--- config.mk ---
export PLATFORM = sky130hd
export DESIGN_NAME = phase_countdown_timer
export DESIGN_NICKNAME = d
export VERILOG_FILES = /design/src/rtl/traffic_pkg.sv /design/src/rtl/phase_countdown_timer_bcd_digit_down.sv /design/src/rtl/phase_countdown_timer.sv
export SDC_FILE = /design/constraint.sdc
export NUM_CORES = 1
export LEC_CHECK = 0
export ABC_AREA = 1
export CAP_MARGIN = 10
export CELL_PAD_IN_SITES_DETAIL_PLACEMENT = 1
export CELL_PAD_IN_SITES_GLOBAL_PLACEMENT = 1
export CORE_MARGIN = 2
export CORE_UTILIZATION = 43
export CTS_CLUSTER_SIZE = 40
export DETAILED_ROUTE_END_ITERATION = 12
export PLACE_DENSITY = 0.95
export RECOVER_POWER = 100
export SLEW_MARGIN = 20
export SYNTH_ARGS = -nofsm -noshare
export SYNTH_HDL_FRONTEND = slang
export SYNTH_HIERARCHICAL = 1
export SYNTH_SLANG_ARGS = --single-unit
--- constraint.sdc ---
create_clock -name clk -period 5.9 [get_ports clk]
set_input_delay 1.77 -clock clk [delete_from_list [all_inputs] [get_ports clk]]
set_output_delay 1.77 -clock clk [all_outputs]
set_load 0.005 [all_outputs]
--- src/rtl/traffic_pkg.sv ---
// Shared types for the traffic-light phase timer and its seven-segment display path.
// bcd_digit_t is the digit type handed to the decoders.
package traffic_pkg;

    typedef logic [3:0] bcd_digit_t;

    typedef enum logic [1:0] {
        ST_IDLE    = 2'd0,
        ST_RUN     = 2'd1,
        ST_PAUSE   = 2'd2,
        ST_EXPIRED = 2'd3
    } timer_state_t;

    localparam bcd_digit_t BCD_MAX = 4'd9;

    // Non-BCD codes are forced to 9 so the decoders never see A-F.
    function automatic bcd_digit_t bcd_clamp(input bcd_digit_t d);
        return (d > BCD_MAX) ? BCD_MAX : d;
    endfunction

endpackage

--- src/rtl/phase_countdown_timer_bcd_digit_down.sv ---
// Single BCD digit down-counter with borrow chaining and clamp-on-load.
// q_next is exported so the parent can look one edge ahead.
module bcd_digit_down
    import traffic_pkg::*;
(
    input  logic       clk,
    input  logic       rst_n,
    input  logic       load,
    input  logic [3:0] load_val,
    input  logic       borrow_in,
    output logic [3:0] q,
    output logic [3:0] q_next,
    output logic       borrow_out
);

    always_comb begin
        q_next = q;
        if (load) begin
            q_next = bcd_clamp(load_val);
        end else if (borrow_in) begin
            q_next = (q == 4'd0) ? BCD_MAX : (q - 4'd1);
        end
    end

    assign borrow_out = borrow_in && (q == 4'd0);

    always_ff @(posedge clk or negedge rst_n) begin
        if (!rst_n) begin
            q <= 4'd0;
        end else begin
            q <= q_next;
        end
    end

endmodule

--- src/rtl/phase_countdown_timer.sv ---
// Two-digit BCD countdown for the current traffic-light phase, with load/start/pause
// control and a one-cycle expired pulse. Optional macro: COUNTDOWN_LEADING_BLANK_EN.
module phase_countdown_timer
    import traffic_pkg::*;
#(
    parameter int PRESCALE = 50000000,
    parameter int PS_W     = 26
) (
    input  logic       clk,
    input  logic       rst_n,
    input  logic       load,
    input  logic [3:0] load_tens,
    input  logic [3:0] load_ones,
    input  logic       start,
    input  logic       pause,
    output logic [3:0] tens,
    output logic [3:0] ones,
    output logic       running,
    output logic       expired,
    output logic       tens_blank
);

    localparam logic [PS_W-1:0] PS_LAST = PS_W'(PRESCALE - 1);

    timer_state_t    state, state_next;
    logic [PS_W-1:0] ps, ps_next;
    logic            tick;
    logic            expire_next;
    logic            ones_borrow;
    logic            tens_borrow_unused;
    logic [3:0]      ones_next, tens_next;

    // A tick only happens on a plain RUN cycle; load and pause both take precedence.
    always_comb begin
        tick = (state == ST_RUN) && !load && !pause && (ps == PS_LAST);
    end

    bcd_digit_down u_ones (
        .clk        (clk),
        .rst_n      (rst_n),
        .load       (load),
        .load_val   (load_ones),
        .borrow_in  (tick),
        .q          (ones),
        .q_next     (ones_next),
        .borrow_out (ones_borrow)
    );

    bcd_digit_down u_tens (
        .clk        (clk),
        .rst_n      (rst_n),
        .load       (load),
        .load_val   (load_tens),
        .borrow_in  (ones_borrow),
        .q          (tens),
        .q_next     (tens_next),
        .borrow_out (tens_borrow_unused)
    );

    always_comb begin
        state_next  = state;
        ps_next     = ps;
        expire_next = 1'b0;
        if (load) begin
            state_next = ST_IDLE;
            ps_next    = '0;
        end else begin
            case (state)
                ST_IDLE: begin
                    if (start) begin
                        ps_next = '0;
                        if (tens == 4'd0 && ones == 4'd0) begin
                            state_next  = ST_EXPIRED;
                            expire_next = 1'b1;
                        end else begin
                            state_next = ST_RUN;
                        end
                    end
                end
                ST_RUN: begin
                    if (pause) begin
                        state_next = ST_PAUSE;
                    end else if (tick) begin
                        ps_next = '0;
                        // Expire on the same edge that writes 00.
                        if (tens_next == 4'd0 && ones_next == 4'd0) begin
                            state_next  = ST_EXPIRED;
                            expire_next = 1'b1;
                        end
                    end else begin
                        ps_next = ps + PS_W'(1);
                    end
                end
                ST_PAUSE: begin
                    if (start) begin
                        state_next = ST_RUN;
                    end
                end
                ST_EXPIRED: begin
                    state_next = ST_EXPIRED;
                end
                default: begin
                    state_next = ST_IDLE;
                    ps_next    = '0;
                end
            endcase
        end
    end

    always_ff @(posedge clk or negedge rst_n) begin
        if (!rst_n) begin
            state   <= ST_IDLE;
            ps      <= '0;
            running <= 1'b0;
            expired <= 1'b0;
        end else begin
            state   <= state_next;
            ps      <= ps_next;
            running <= (state_next == ST_RUN);
            expired <= expire_next;
        end
    end

`ifdef COUNTDOWN_LEADING_BLANK_EN
    always_ff @(posedge clk or negedge rst_n) begin
        if (!rst_n) begin
            tens_blank <= 1'b0;
        end else begin
            tens_blank <= (tens_next == 4'd0);
        end
    end
`else
    assign tens_blank = 1'b0;
`endif

endmodule
# [After elaboration in Yosys (flattened, before gate mapping)]
# Index checks and enable logic that the tools add are counted.
[word_totals] wordCells=61 inputBits=13 reg_bits=38
[classes] n_eq_ne=7 reduce_logical=15 n_lt_le_gt_ge=2 add_sub_neg=3 mux=28
[op_table] op="26-bit two-way mux" n=4
[op_table] op="26-bit case mux with 2 select lines" n=1
[op_table] op="4-bit two-way mux" n=8
[op_table] op="26-bit by 1-bit adder with 26-bit output, second input constant" n=1
[op_table] op="26-bit == test, second input constant" n=1
[op_table] op="4-bit zero test" n=4
[op_table] op="2-bit two-way mux" n=7
[op_table] op="4-bit > comparator, second input constant" n=2
[op_table] op="2-bit case mux with 4 select lines" n=1
[op_table] op="4-bit by 1-bit subtractor with 4-bit output, second input constant" n=2
[op_table] op="1-bit logical AND" n=6
[op_table] op="1-bit two-way mux" n=6
[op_table] op="3-bit != test, second input constant" n=2
[op_table] op="2-bit by 1-bit == test with 1-bit output, second input constant" n=2
[op_table] op="2-bit == test, second input constant" n=2
[op_table] op="3-bit AND reduction" n=1
[op_table] op="3-bit nonzero test" n=1
[op_table] op="1-bit zero test" n=2
[op_table] op="2-bit zero test" n=1
[op_table] op="1-bit case mux with 2 select lines" n=1

# [Logic depth before layout (Yosys ltp)]
# Gate-level depths: netlist (run 1).
[logic_depth] depth_word=15 mapped_depth=22 ltp_nobuf=22

# [Cells and area by module]
# The synthesis (run 1) kept the hierarchy.
[modules_own_cells] module="phase_countdown_timer" seq_area_each_um2=750.7 area_each_um2=1956.9 instances=1 cells_each=304
[modules_own_cells] module="bcd_digit_down" seq_area_each_um2=100.1 area_each_um2=246.5 instances=2 cells_each=38

# [Worst setup path after synthesis (run 1)]
# OpenSTA, ideal clock, no wires.
[synth_timing] kind="in2reg" from="input port pause" to="register running" setup_time_ns=0.129 t_required_ns=5.771 setup_slack_ns=2.541 arrival_ns=3.230 stages=22 path_cell_list="inv_1 -> nand2_1 -> nor2_1 -> nand2_1 -> nor2_2 -> nand2_2 -> inv_1 -> nand3_1 -> inv_1 -> inv_1 -> nor2_4 -> nand2_1 -> nand2_1 -> nand2_1 -> nand2_1 -> nand2_1 -> nor2_1 -> nand2_1 -> nor2_1 -> nand3_1 -> nand2_1 -> a21oi_1"
[synth_between] elab_chain_len=14 word_cells_on_any_way=17 classes_between="eq/ne: 1; mux: 9; reduce/logical: 7"
[synth_rtl] element="from (decl)" line="phase_countdown_timer.sv:15" text="input logic pause,"
[synth_rtl] element="1-bit zero test" line="phase_countdown_timer.sv:35" text="tick = (state == ST_RUN) && !load && !pause && (ps == PS_LAST);"
[synth_rtl] element="1-bit logical AND (2 in series)" line="phase_countdown_timer.sv:35"
[synth_rtl] element="net tick" line="phase_countdown_timer.sv:27" text="logic tick;"
[synth_rtl] element="1-bit logical AND" line="phase_countdown_timer_bcd_digit_down.sv:25" text="assign borrow_out = borrow_in && (q == 4'd0);"
[synth_rtl] element="net ones_borrow" line="phase_countdown_timer.sv:29" text="logic ones_borrow;"
[synth_rtl] element="4-bit two-way mux" line="phase_countdown_timer_bcd_digit_down.sv:20" text="end else if (borrow_in) begin"
[synth_rtl] element="4-bit two-way mux" line="phase_countdown_timer_bcd_digit_down.sv:18" text="if (load) begin"
[synth_rtl] element="net tens_next[2]" line="phase_countdown_timer.sv:31" text="logic [3:0] ones_next, tens_next;"
[synth_rtl] element="4-bit zero test" line="phase_countdown_timer.sv:86" text="if (tens_next == 4'd0 && ones_next == 4'd0) begin"
[synth_rtl] element="1-bit logical AND" line="phase_countdown_timer.sv:86"
[synth_rtl] element="2-bit two-way mux" line="phase_countdown_timer.sv:86"
[synth_rtl] element="2-bit two-way mux" line="phase_countdown_timer.sv:83" text="end else if (tick) begin"
[synth_rtl] element="2-bit two-way mux" line="phase_countdown_timer.sv:81" text="if (pause) begin"
[synth_rtl] element="2-bit case mux with 4 select lines" line="phase_countdown_timer.sv:68" text="case (state)"
[synth_rtl] element="2-bit two-way mux" line="phase_countdown_timer.sv:64" text="if (load) begin"
[synth_rtl] element="2-bit by 1-bit == test with 1-bit output" line="phase_countdown_timer.sv:119" text="running <= (state_next == ST_RUN);"
[synth_rtl] element="to (signal assigned)" line="phase_countdown_timer.sv:119"
[synth_rtl] element="to (decl)" line="phase_countdown_timer.sv:18" text="output logic running,"
# The timed path passes the listed nets, and every way through them passes these cells.
# A chain may end at the register's enable or synchronous reset.

# [Worst setup path in the final report (run 1)]
[layout_timing] from="input port load" to="register ps[2]"
[layout_between] elab_chain_len=8 word_cells_on_any_way=12 classes_between="eq/ne: 2; mux: 4; reduce/logical: 6"
[layout_rtl] element="from (decl)" line="phase_countdown_timer.sv:11" text="input logic load,"
[layout_rtl] element="1-bit zero test" line="phase_countdown_timer.sv:35"
[layout_rtl] element="1-bit logical AND (3 in series)" line="phase_countdown_timer.sv:35"
[layout_rtl] element="26-bit two-way mux" line="phase_countdown_timer.sv:83"
[layout_rtl] element="26-bit two-way mux" line="phase_countdown_timer.sv:81"
[layout_rtl] element="26-bit case mux with 2 select lines" line="phase_countdown_timer.sv:68"
[layout_rtl] element="26-bit two-way mux" line="phase_countdown_timer.sv:64"
[layout_rtl] element="to (signal assigned)" line="phase_countdown_timer.sv:118" text="ps <= ps_next;"
[layout_rtl] element="to (decl)" line="phase_countdown_timer.sv:26" text="logic [PS_W-1:0] ps, ps_next;"
# Parallel ways exist; a longest one is shown, timed or not. The select of a mux whose other input is x is not followed.

==> reports/metrics.yaml, run 1 <==
run_status:
  status: "finished with violations"
  violations: "max-capacitance violations, max-slew violations"
route:
  num_vias: 2452
  wire_per_inst_um: 14.29
  dr.pass1.iters: 4
  route.detailed.drc: 0
  drtAntennaViolNets: 0
  drtIter0Drc: 135
  wirelength_mm: 6.833
  viasPerCell: 5.130
logic_synthesis:
  netlist_instances: 379
  synth_area_mm2: 0.002446
  yosys_warnings: 6
  avgSynthCellArea_um2: 6.454
  syn-num-nets: 393
cts:
  cts_buffer_depth: 2
  holdBufCountCts: 0
  cts_tree: "yes"
  cts.clk_slew.worst_paths_ns: 0.08
  htree_levels: 2
  ctsResizeCount: 0
  cts_buffers: 5
  clk_latency_ns: 0.31
  root_buffer: "clkbuf_8"
  postCtsSetupRepairBufs: 0
  cts_sinks: 38
floorplanning:
  start_util: 0.4442
  rows: 27
  core-area_mm2: 0.005507
  io_pins: 24
  dieArea_mm2: 0.006308
  die_y_um: 79.42
  fp.dieW_um: 79.42
worst_setup_path:
  start_kind: "primary input"
  path_max_fanout: 19
  slowest_stage: "nand2_1"
  slowest_delay_ns: 0.74
  arrival_ns: 4.59
  path_class: "in2reg"
  worstPathCellList: "dlygate4sd3_1 -> inv_1 -> nand3_1 -> nand2_1 -> clkinv_1 -> nor2_1"
  critPathRequiredTime_ns: 6.13
  cp-end-kind: "flop"
place:
  dp_hpwl_mm: 5.076
  gp_congestion: 0.8643
  placed_cell_area_mm2: 0.002721
  port_buffers: 22
  dp.cells: 470
sta:
  tns_ns: 0
  timing.slew.headroom: -0.3998
  finalClockSkew_ns: 0.002612
  max_freq_mhz: 229.4
  hold_viol_final: 0
  slew_violations: 39
  worst_slew_pin_slew_ns: 2.100
  rsz0062_at_grt: "false"
  min_period_over_period: 0.7389
  fin_crit_ns: 4.360
  setup_viol_count_final: 0
pwr:
  sw_frac_of_total: 0.2783
  power.sequential.fraction: 0.484
  power_density_mw_per_mm2: 203.7
  ir_drop_v: 0.0001110
  pwr-share-clk: 0.391
  p_comb_frac: 0.124
  leakagePower_nw: 1.366
  net-switching-power_mw: 0.1587
  p_int_mw: 0.4115
layout:
  design_area_mm2: 0.002799
  diodes: 0
  drive_above_1_share: 0.03695
  nNetsFinal: 419
  area_growth_pct: 14.42
  seq_area_um2: 950.9
  fillers: 753
  multi_input_area_mm2: 0.001212
  final_cells: 478
flow_run:
  drv_cap: 1
global_routing:
  gr-usage-all-layers: 0.2403
  grt_pass1_wl_mm: 11.87
  antenna_found_initial: 0
  overflow: 0
  grt_max_degree: 39
  grt_pass1_vias: 2684
worst_hold_path:
  hold_path.class: "reg2reg"
[sequential cells by signal (all words and copies together), names as in the netlist]
| register | cells |
|---|---|
| expired | 1 |
| state | 2 |
| u_tens/q | 4 |
| running | 1 |
| u_ones/q | 4 |
| ps | 26 |
[cells in the final DEF, fill, tap and decap left out, drive strengths merged, types with 5 or more instances in the layout]
master and instances:
xor2 5, nor2 90, clkbuf 9, nand4 12, a21oi 5, nand3 24, clkdlybuf4s50 10, inv 58
o21ai 7, dlygate4sd3 11, nand2 122, dfrtp 38
[worst paths after layout]
path	start	to	slack, ns	cells past startpoint
worst min register to register	ps[1]$_DFFE_PN0P_	ps[1]$_DFFE_PN0P_	0.53	2
worst max-delay path	load	ps[2]$_DFFE_PN0P_	1.54	6
worst max register to register	ps[0]$_DFFE_PN0P_	running$_DFF_PN0_	3.07	22
worst min-delay path	ps[1]$_DFFE_PN0P_	ps[1]$_DFFE_PN0P_	0.53	2
min in group asynchronous	rst_n	ps[17]$_DFFE_PN0P_	2.05	1
max in group asynchronous	rst_n	ps[0]$_DFFE_PN0P_	2.64	1
[per-layer routing]
layer | share of wire | track usage
met3 | 0.033 | 0.05317
met1 | 0.46 | 0.2822
met2 | 0.49 | 0.4261
met5 | 0 | 0
met4 | 0.017 | 0.08966
[metrics by stage]
stage	utilization	total power [mW]	setup WS (ns)	hold WS (ns)
2_1_floorplan	-	0.3215	2.541	0.4752
3_3_place_gp	0.4942	0.3537	1.866	0.4985
3_5_place_dp	0.4942	0.3572	1.722	0.5150
4_1_cts	0.5142	0.5771	2.041	0.5357
5_1_grt	0.5083	0.5909	1.243	0.5600
6_report	0.5083	0.5701	1.540	0.5326
[area by class of cell]
type / instances / share of cell area
clock buffers: 8 / 0.03934
inverters: 59 / 0.07912
multi-input cells: 279 / 0.4332
flip-flops and latches: 38 / 0.3397
well taps: 72 / 0.03219
repair buffers: 22 / 0.07644
[critical path: cells and delay by family]
family	cells	cell delay (ns)
simple gates	3	1.56
buf+inv	3	1.25
[power groups by stage]
stage          sequential [mW]  combinational, mW  clock, mW
2_1_floorplan            0.281             0.0410          0
3_3_place_gp             0.282             0.0719          0
3_5_place_dp             0.282             0.0750          0
4_1_cts                  0.277             0.0758      0.224
5_1_grt                  0.278             0.0807      0.233
6_report                 0.276             0.0708      0.223
Note: power is estimated with default switching activity, not from simulation.
==> run 2, diff against run 1 <==
--- a/config.mk
+++ b/config.mk
@@ -10,10 +10,10 @@
 export CELL_PAD_IN_SITES_DETAIL_PLACEMENT = 1
 export CELL_PAD_IN_SITES_GLOBAL_PLACEMENT = 1
 export CORE_MARGIN = 2
-export CORE_UTILIZATION = 43
+export CORE_UTILIZATION = 36
 export CTS_CLUSTER_SIZE = 40
 export DETAILED_ROUTE_END_ITERATION = 12
-export PLACE_DENSITY = 0.95
+export PLACE_DENSITY = 0.86
 export RECOVER_POWER = 100
 export SLEW_MARGIN = 20
 export SYNTH_ARGS = -nofsm -noshare
==> constraint.sdc (replaced) <==
create_clock -name clk -period 4 [get_ports clk]
set_input_delay 1.2 -clock clk [delete_from_list [all_inputs] [get_ports clk]]
set_output_delay 1.2 -clock clk [all_outputs]
set_load 0.005 [all_outputs]
==> run 2 against run 1 <==
Effect of this change:
- worst setup slack worse by 1.1 ns
- the flow still finishes with violations (max-capacitance violations, max-slew violations)
- critical path depth up 1
- clock-buffer cell count down 1
- via count down 2.2%
- clock skew up 0.0017 ns
- hold slack better by 0.0025 ns
- largest power group unchanged
- register-to-register slack worse by 1.8 ns
- clock power up 16%
- sequential power up 48%
- largest cell class unchanged
- sequential share of layout area up 0.15 points
==> reports/metrics.yaml, run 2 (synthesis gave the netlist of run 1 again) <==
flow_run:
  drv_cap: 1  # unchanged
layout:
  diodes: 0  # unchanged
  layout_commonest_cell: "nand2_1"
  regMostFlops: "ps"
  finish.utilization: 0.4170  # -0.09125
  largest_reg_flops: 26  # unchanged
  nNetsFinal: 420  # +0.24%
  drive_above_1_share: 0.03202  # -0.004926
  area_growth_pct: 13.91
  final_cell_mix: "120 x nand2_1, 87 x nor2_1, 56 x inv_1, 38 x dfrtp_1, 24 x nand3_1"
  top_regs: "ps (26), u_ones/q (4), u_tens/q (4)"
cts:
  ctsResizeCount: 0  # unchanged
  htree_levels: 2  # unchanged
  cts_tree: "yes"
  holdBufCountCts: 0  # unchanged
  clk_latency_ns: 0.29  # -0.02 ns
  cts_sinks: 38  # unchanged
  cts_buffer_depth: 2  # unchanged
  cts_buffers: 5  # unchanged
  root_buffer: "clkbuf_8"
  cts.clk_slew.worst_paths_ns: 0.07  # about the same
  postCtsSetupRepairBufs: 0  # unchanged
global_routing:
  gr-usage-all-layers: 0.1928  # -0.04751
  grt_max_degree: 39  # unchanged
  grt_pass1_wl_mm: 11.57  # -2.6%
  overflow: 0  # unchanged
  antenna_found_initial: 0  # unchanged
  grt_pass1_vias: 2582  # -3.8%
worst_setup_path:
  cp-endpoint: "ps[21]$_DFFE_PN0P_"
  critPathBufInv: 3  # unchanged
  worstPathCellList: "dlygate4sd3_1 -> inv_1 -> nand3_1 -> nand2_1 -> clkbuf_1 -> nand2_1 -> nor2_1"
  r2r_start: "ps[0]$_DFFE_PN0P_"
  cp.depth: 7  # +1
  slowest_delay_ns: 0.62  # -0.12 ns
  critPathTopFamily: "buffers and inverters"
  reg2reg_slack_ns: 1.27  # -1.80 ns
  cp-end-kind: "flop"
  crit_start: "load"
  path_class: "in2reg"
  r2r-end: "running$_DFF_PN0_"
  arrival_ns: 3.80  # -0.79 ns
  start_kind: "primary input"
  r2r_cells: 22  # unchanged
  critPathRequiredTime_ns: 4.22  # -1.91 ns
  slowest_stage: "dlygate4sd3_1"
  crit_top_cell: "nand2_1"
  path_max_fanout: 19  # unchanged
pwr:
  power_density_mw_per_mm2: 277.5  # +36%
  leakagePower_nw: 1.347  # -1.3%
  ir_drop_v: 0.0001253  # +13%
floorplanning:
  rows: 30  # +11%
  start_util: 0.3661  # -0.07811
  core-area_mm2: 0.006681  # +21%
  io_pins: 24  # unchanged
  die_y_um: 86.43  # +8.8%
  dieArea_mm2: 0.007470  # +18%
  fp.dieW_um: 86.43  # +8.8%
route:
  viasPerCell: 4.934  # -3.8%
  wire_per_inst_um: 13.80  # -3.5%
  dr.pass1.iters: 4  # unchanged
  wirelength_mm: 6.705  # -1.9%
  drtIter0Drc: 125  # -7.4%
  num_vias: 2398  # -2.2%
  drtAntennaViolNets: 0  # unchanged
  route.detailed.drc: 0  # unchanged
run_status:
  status: "finished with violations"
  violations: "max-capacitance violations, max-slew violations"
sta:
  finalClockSkew_ns: 0.004290  # +0.001678 ns
  rsz0062_at_grt: "false"
  timing.slew.headroom: -0.4402  # -0.04039
  worst_slew_pin_slew_ns: 2.160  # +0.06059 ns
  max_freq_mhz: 279.1
  min_period_over_period: 0.8956
  fin_crit_ns: 3.582
  tns_ns: 0  # unchanged
  setup_viol_count_final: 0  # unchanged
  hold_viol_final: 0  # unchanged
  slew_violations: 39  # unchanged
place:
  dp_hpwl_mm: 5.209  # +2.6%
  port_buffers: 22  # unchanged
  gp_congestion: 0.7922  # -8.3%
worst_hold_path:
  hold_path.class: "reg2reg"
==> run 2: routing by layer <==
metal  routed length [um]  vias to the layer above  track usage  share of wire
met2                 3441                       22       0.3545           0.51
li1                     -                     1209            -              -
met5                    0                        -            0              0
met1                 3096                     1162       0.2403           0.46
met3                  120                        5      0.03143          0.018
met4                   46                        0      0.03125         0.0069
==> run 2: cell type report <==
type,instances,area (um2)
clock buffers,7,76.32
fillers,910,3895
inverters,59,221.5
multi-input cells,279,1220
flip-flops and latches,38,950.9
well taps,80,100.1
repair buffers,23,217.7
==> run 2: worst register-to-register path, cell delays in order, from the launching register on <==
cell and delay (ns):
dfrtp_1 0.40, ha_1 0.26, inv_1 0.06, nor2_1 0.26, nand2_1 0.12, nor2_2 0.14, nand2_1 0.11, inv_1 0.09
nand3_1 0.10, inv_1 0.09, inv_1 0.07, nor2_4 0.09, inv_1 0.06, nand2_1 0.06, o21ai_1 0.06, nand2_1 0.06
nand2_1 0.06, nor2_1 0.13, nand2_1 0.06, nor2_1 0.08, nand3_1 0.10, nand2_1 0.09, a21oi_1 0.06
==> run 2: worst min path at each step <==
| stage | depth (start not counted) | start | endpoint |
|---|---|---|---|
| after CTS | 2 | ps[1]$_DFFE_PN0P_ | ps[1]$_DFFE_PN0P_ |
| after global routing | 2 | ps[1]$_DFFE_PN0P_ | ps[1]$_DFFE_PN0P_ |
| final | 2 | ps[1]$_DFFE_PN0P_ | ps[1]$_DFFE_PN0P_ |
| after floorplan | 2 | ps[1]$_DFFE_PN0P_ | ps[1]$_DFFE_PN0P_ |
| after detailed placement | 2 | ps[1]$_DFFE_PN0P_ | ps[1]$_DFFE_PN0P_ |
| after global placement | 2 | ps[1]$_DFFE_PN0P_ | ps[1]$_DFFE_PN0P_ |
==> run 2: power by group <==
part           switching, mW  internal, mW  total [mW]
Clock                  0.139         0.120       0.259
Sequential            0.0134         0.394       0.408
Combinational         0.0673        0.0390       0.106
Total                  0.220         0.554       0.773
==> run 2: per-stage QoR <==
| step | instance area (um2) | hold WS [ns] | total power [mW] | setup slack (ns) | cells |
|---|---|---|---|---|---|
| floorplan | 2446 | 0.4752 | 0.4742 | 1.211 | 379 |
| global placement | 2739 | 0.4994 | 0.5245 | 0.5137 | 479 |
| detailed placement | 2739 | 0.5146 | 0.5303 | 0.3409 | 479 |
| CTS | 2815 | 0.5345 | 0.7915 | 0.6454 | 486 |
| global route | 2786 | 0.5955 | 0.8119 | 0.2001 | 486 |
| finish | 2786 | 0.5351 | 0.7733 | 0.4176 | 486 |
==> run 3, diff against run 2 <==
--- a/config.mk
+++ b/config.mk
@@ -10,13 +10,12 @@
 export CELL_PAD_IN_SITES_DETAIL_PLACEMENT = 1
 export CELL_PAD_IN_SITES_GLOBAL_PLACEMENT = 1
 export CORE_MARGIN = 2
-export CORE_UTILIZATION = 36
+export CORE_UTILIZATION = 37
 export CTS_CLUSTER_SIZE = 40
 export DETAILED_ROUTE_END_ITERATION = 12
-export PLACE_DENSITY = 0.86
+export PLACE_DENSITY = 0.87
 export RECOVER_POWER = 100
 export SLEW_MARGIN = 20
 export SYNTH_ARGS = -nofsm -noshare
 export SYNTH_HDL_FRONTEND = slang
-export SYNTH_HIERARCHICAL = 1
 export SYNTH_SLANG_ARGS = --single-unit
==> run 3 against run 2 <==
Effect of this change:
- the run still ends with max-capacitance violations, max-slew violations left
- via count is 5.5% higher
- die area increased by 3.1%
- worst setup slack improved by 0.072 ns
- sequential share of layout area fell by 2.5 points
- sequential cell count unchanged
- critical endpoint is now expired$_DFF_PN0_
- largest cell class unchanged
==> reports/metrics.yaml, run 3 <==
logic_synthesis:
  avgSynthCellArea_um2: 6.775  # +5.0%
  async_reset_ff_frac: 1.000
  yosys-top-cells-count: "85 x nand2_1, 56 x nor2_1, 53 x inv_1"
  synth_cell_types: 38
  ys.flop_type: "dfrtp_1"
  yosys_warnings: 0  # -6
  synth_edf_count: 0
  ys_ff_latch: 38
  syn-num-nets: 397  # +1.0%
  netlist_instances: 383  # +1.1%
  synth_area_mm2: 0.002595  # +6.1%
  synth_top_area_share: 0.3664
  yosysTopAreaCell: "dfrtp_1"
  yosys-top-cells-area: "dfrtp_1 37%, nand2_1 12%, nor2_1 8.1%, inv_1 7.7%, nand3_1 5.8%"
  seq_area_frac_synth: 0.3664
  synth_most_common_cell: "nand2_1"
cts:
  cts_tree: "yes"
  cts.clk_slew.worst_paths_ns: 0.08  # about the same
  clk_latency_ns: 0.30  # about the same
  cts_buffer_depth: 2  # unchanged
  ctsResizeCount: 0  # unchanged
  cts_buffers: 5  # unchanged
  holdBufCountCts: 0  # unchanged
  htree_levels: 2  # unchanged
  cts_sinks: 38  # unchanged
  root_buffer: "clkbuf_8"
  postCtsSetupRepairBufs: 0  # unchanged
worst_setup_path:
  crit_top_cell: "nand2_1"
  path_class: "in2reg"
  crit_start: "load"
  cp-end-kind: "flop"
  slowest_stage: "dlygate4sd3_1"
  worstPathCellList: "dlygate4sd3_1 -> nor2_1 -> nand2_4 -> nor2_1 -> nand2_1 -> o21ai_2 -> nand2_1 -> a21boi_1 -> inv_1 -> nor3_2 -> nand2_1 -> nand2_1"
  r2r_cells: 12  # -45%
  slowest_delay_ns: 0.73  # +0.11 ns
  start_kind: "primary input"
  arrival_ns: 3.74  # -0.06 ns
  r2r_start: "ps[21]$_DFFE_PN0P_"
  path_max_fanout: 11  # -8
  critPathRequiredTime_ns: 4.23  # about the same
sta:
  setup_viol_count_final: 0  # unchanged
  timing.slew.headroom: -0.4011  # +0.03903
  max_freq_mhz: 284.8  # +2.0%
  finalClockSkew_ns: 0.009347  # +0.005057 ns
  min_period_over_period: 0.8777  # -0.01789
  worst_slew_pin_slew_ns: 2.102  # -0.05855 ns
  fin_crit_ns: 3.511  # -0.07156 ns
  hold_viol_final: 0  # unchanged
  tns_ns: 0  # unchanged
  slew_violations: 39  # unchanged
  rsz0062_at_grt: "false"
run_status:
  status: "finished with violations"
  violations: "max-capacitance violations, max-slew violations"
pwr:
  power.sequential.fraction: 0.427  # -0.100
  p_int_mw: 0.7068  # +28%
  sw_frac_of_total: 0.2537  # -0.03020
  ir_drop_v: 0.0001176  # -6.2%
  net-switching-power_mw: 0.2403  # +9.4%
  power_density_mw_per_mm2: 314.6  # +13%
  leakagePower_nw: 1.393  # +3.4%
  pwr-share-clk: 0.436  # +0.101
  p_comb_frac: 0.137  # about the same
layout:
  design_area_mm2: 0.003010  # +8.0%
  largest_reg_flops: 26  # unchanged
  nNetsFinal: 421  # +0.24%
  diodes: 0  # unchanged
  drive_above_1_share: 0.1103  # +0.07827
  area_growth_pct: 16.01
  regMostFlops: "ps"
  top_regs: "ps (26), u_ones.q (4), u_tens.q (4)"
  layout_commonest_cell: "nand2_1"
  final_cell_mix: "86 x nand2_1, 58 x nor2_1, 55 x inv_1, 38 x dfrtp_1, 30 x nand3_1"
floorplanning:
  start_util: 0.3820  # +0.01585
  dieArea_mm2: 0.007699  # +3.1%
  die_y_um: 87.75  # +1.5%
  fp.dieW_um: 87.75  # +1.5%
  core-area_mm2: 0.006794  # +1.7%
  rows: 30  # unchanged
  io_pins: 24  # unchanged
worst_hold_path:
  hold_path.class: "reg2reg"
  hp-start: "ps[1]$_DFFE_PN0P_"
  min_path_cells: 2  # unchanged
place:
  port_buffers: 22  # unchanged
  gp_congestion: 0.8372  # +5.7%
  dp_hpwl_mm: 5.503  # +5.6%
  placed_cell_area_mm2: 0.002905  # +6.1%
flow_run:
  drv_cap: 1  # unchanged
route:
  drtAntennaViolNets: 0  # unchanged
  num_vias: 2530  # +5.5%
  wire_per_inst_um: 14.44  # +4.7%
  dr.pass1.iters: 4  # unchanged
  viasPerCell: 5.020  # +1.7%
  wirelength_mm: 7.280  # +8.6%
  route.detailed.drc: 0  # unchanged
  drtIter0Drc: 155  # +24%
global_routing:
  grt_pass1_wl_mm: 12.46  # +7.7%
  overflow: 0  # unchanged
  gr-usage-all-layers: 0.2076  # +0.01482
  grt_max_degree: 39  # unchanged
  grt_pass1_vias: 2596  # +0.54%
  antenna_found_initial: 0  # unchanged
run 3: worst paths after layout:
path	to	slack [ns]
min in group asynchronous	ps[15]$_DFFE_PN0P_	1.51
hold / removal	ps[1]$_DFFE_PN0P_	0.54
max in group asynchronous	u_tens.q[2]$_DFF_PN0_	1.29
setup reg to reg	expired$_DFF_PN0_	1.59
hold reg to reg	ps[1]$_DFFE_PN0P_	0.54
setup / recovery	expired$_DFF_PN0_	0.49
run 3: kinds of logic (layout without fill, tap and decap cells):
logic type / after synthesis / count (layout) / share of synthesized area
simple gates: 217 / 217 / 0.3992
buf+inv: 76 / 101 / 0.1138
compound gates: 48 / 48 / 0.1075
flops: 38 / 38 / 0.3664
xor+xnor: 2 / 2 / 0.006751
fa+ha+maj: 1 / 1 / 0.004821
other cells: 1 / 1 / 0.001445
run 3: routing by layer:
| metal | wire length, um | up-vias | GRT usage |
|---|---|---|---|
| li1 | - | 1249 | - |
| met1 | 3440 | 1239 | 0.2738 |
| met2 | 3554 | 36 | 0.3526 |
| met3 | 207 | 6 | 0.03393 |
| met4 | 78 | 0 | 0.05734 |
| met5 | 0 | - | 0 |
run 3: metrics by stage:
stage               worst slack (ns)    util  total power [mW]  std cells  hold WS, ns
finish                        0.4892  0.4431            0.9471        504       0.5373
global route                  0.3367  0.4431            0.9909        504       0.5576
CTS                           0.8020  0.4486            0.9644        504       0.5394
detailed placement            0.5185  0.4276            0.5477        496       0.5210
global placement              0.6627  0.4276            0.5443        496       0.5015
floorplan                      1.566       -            0.4866        383       0.4750
run 3: cell type report:
type,count,area [um2]
multi-input cells,269,1313
clock buffers,6,82.58
inverters,70,262.8
clock inverters,2,60.06
fillers,893,3784
well taps,96,120.1
flip-flops and latches,38,950.9
repair buffers,23,221.5
run 3: critical path: cells and delay by family:
| kind | cells | cell delay [ns] |
|---|---|---|
| AND/OR/NAND/NOR | 8 | 1.31 |
| buffers and inverters | 2 | 0.85 |
| AO/OA/AOI/OAI | 2 | 0.35 |
run 3: power by group through the flow:
stage,registers [mW],clock network [mW],logic (mW)
4_1_cts,0.405,0.423,0.136
3_3_place_gp,0.413,0,0.132
6_report,0.405,0.412,0.130
3_5_place_dp,0.413,0,0.135
5_1_grt,0.407,0.438,0.147
2_1_floorplan,0.411,0,0.0756
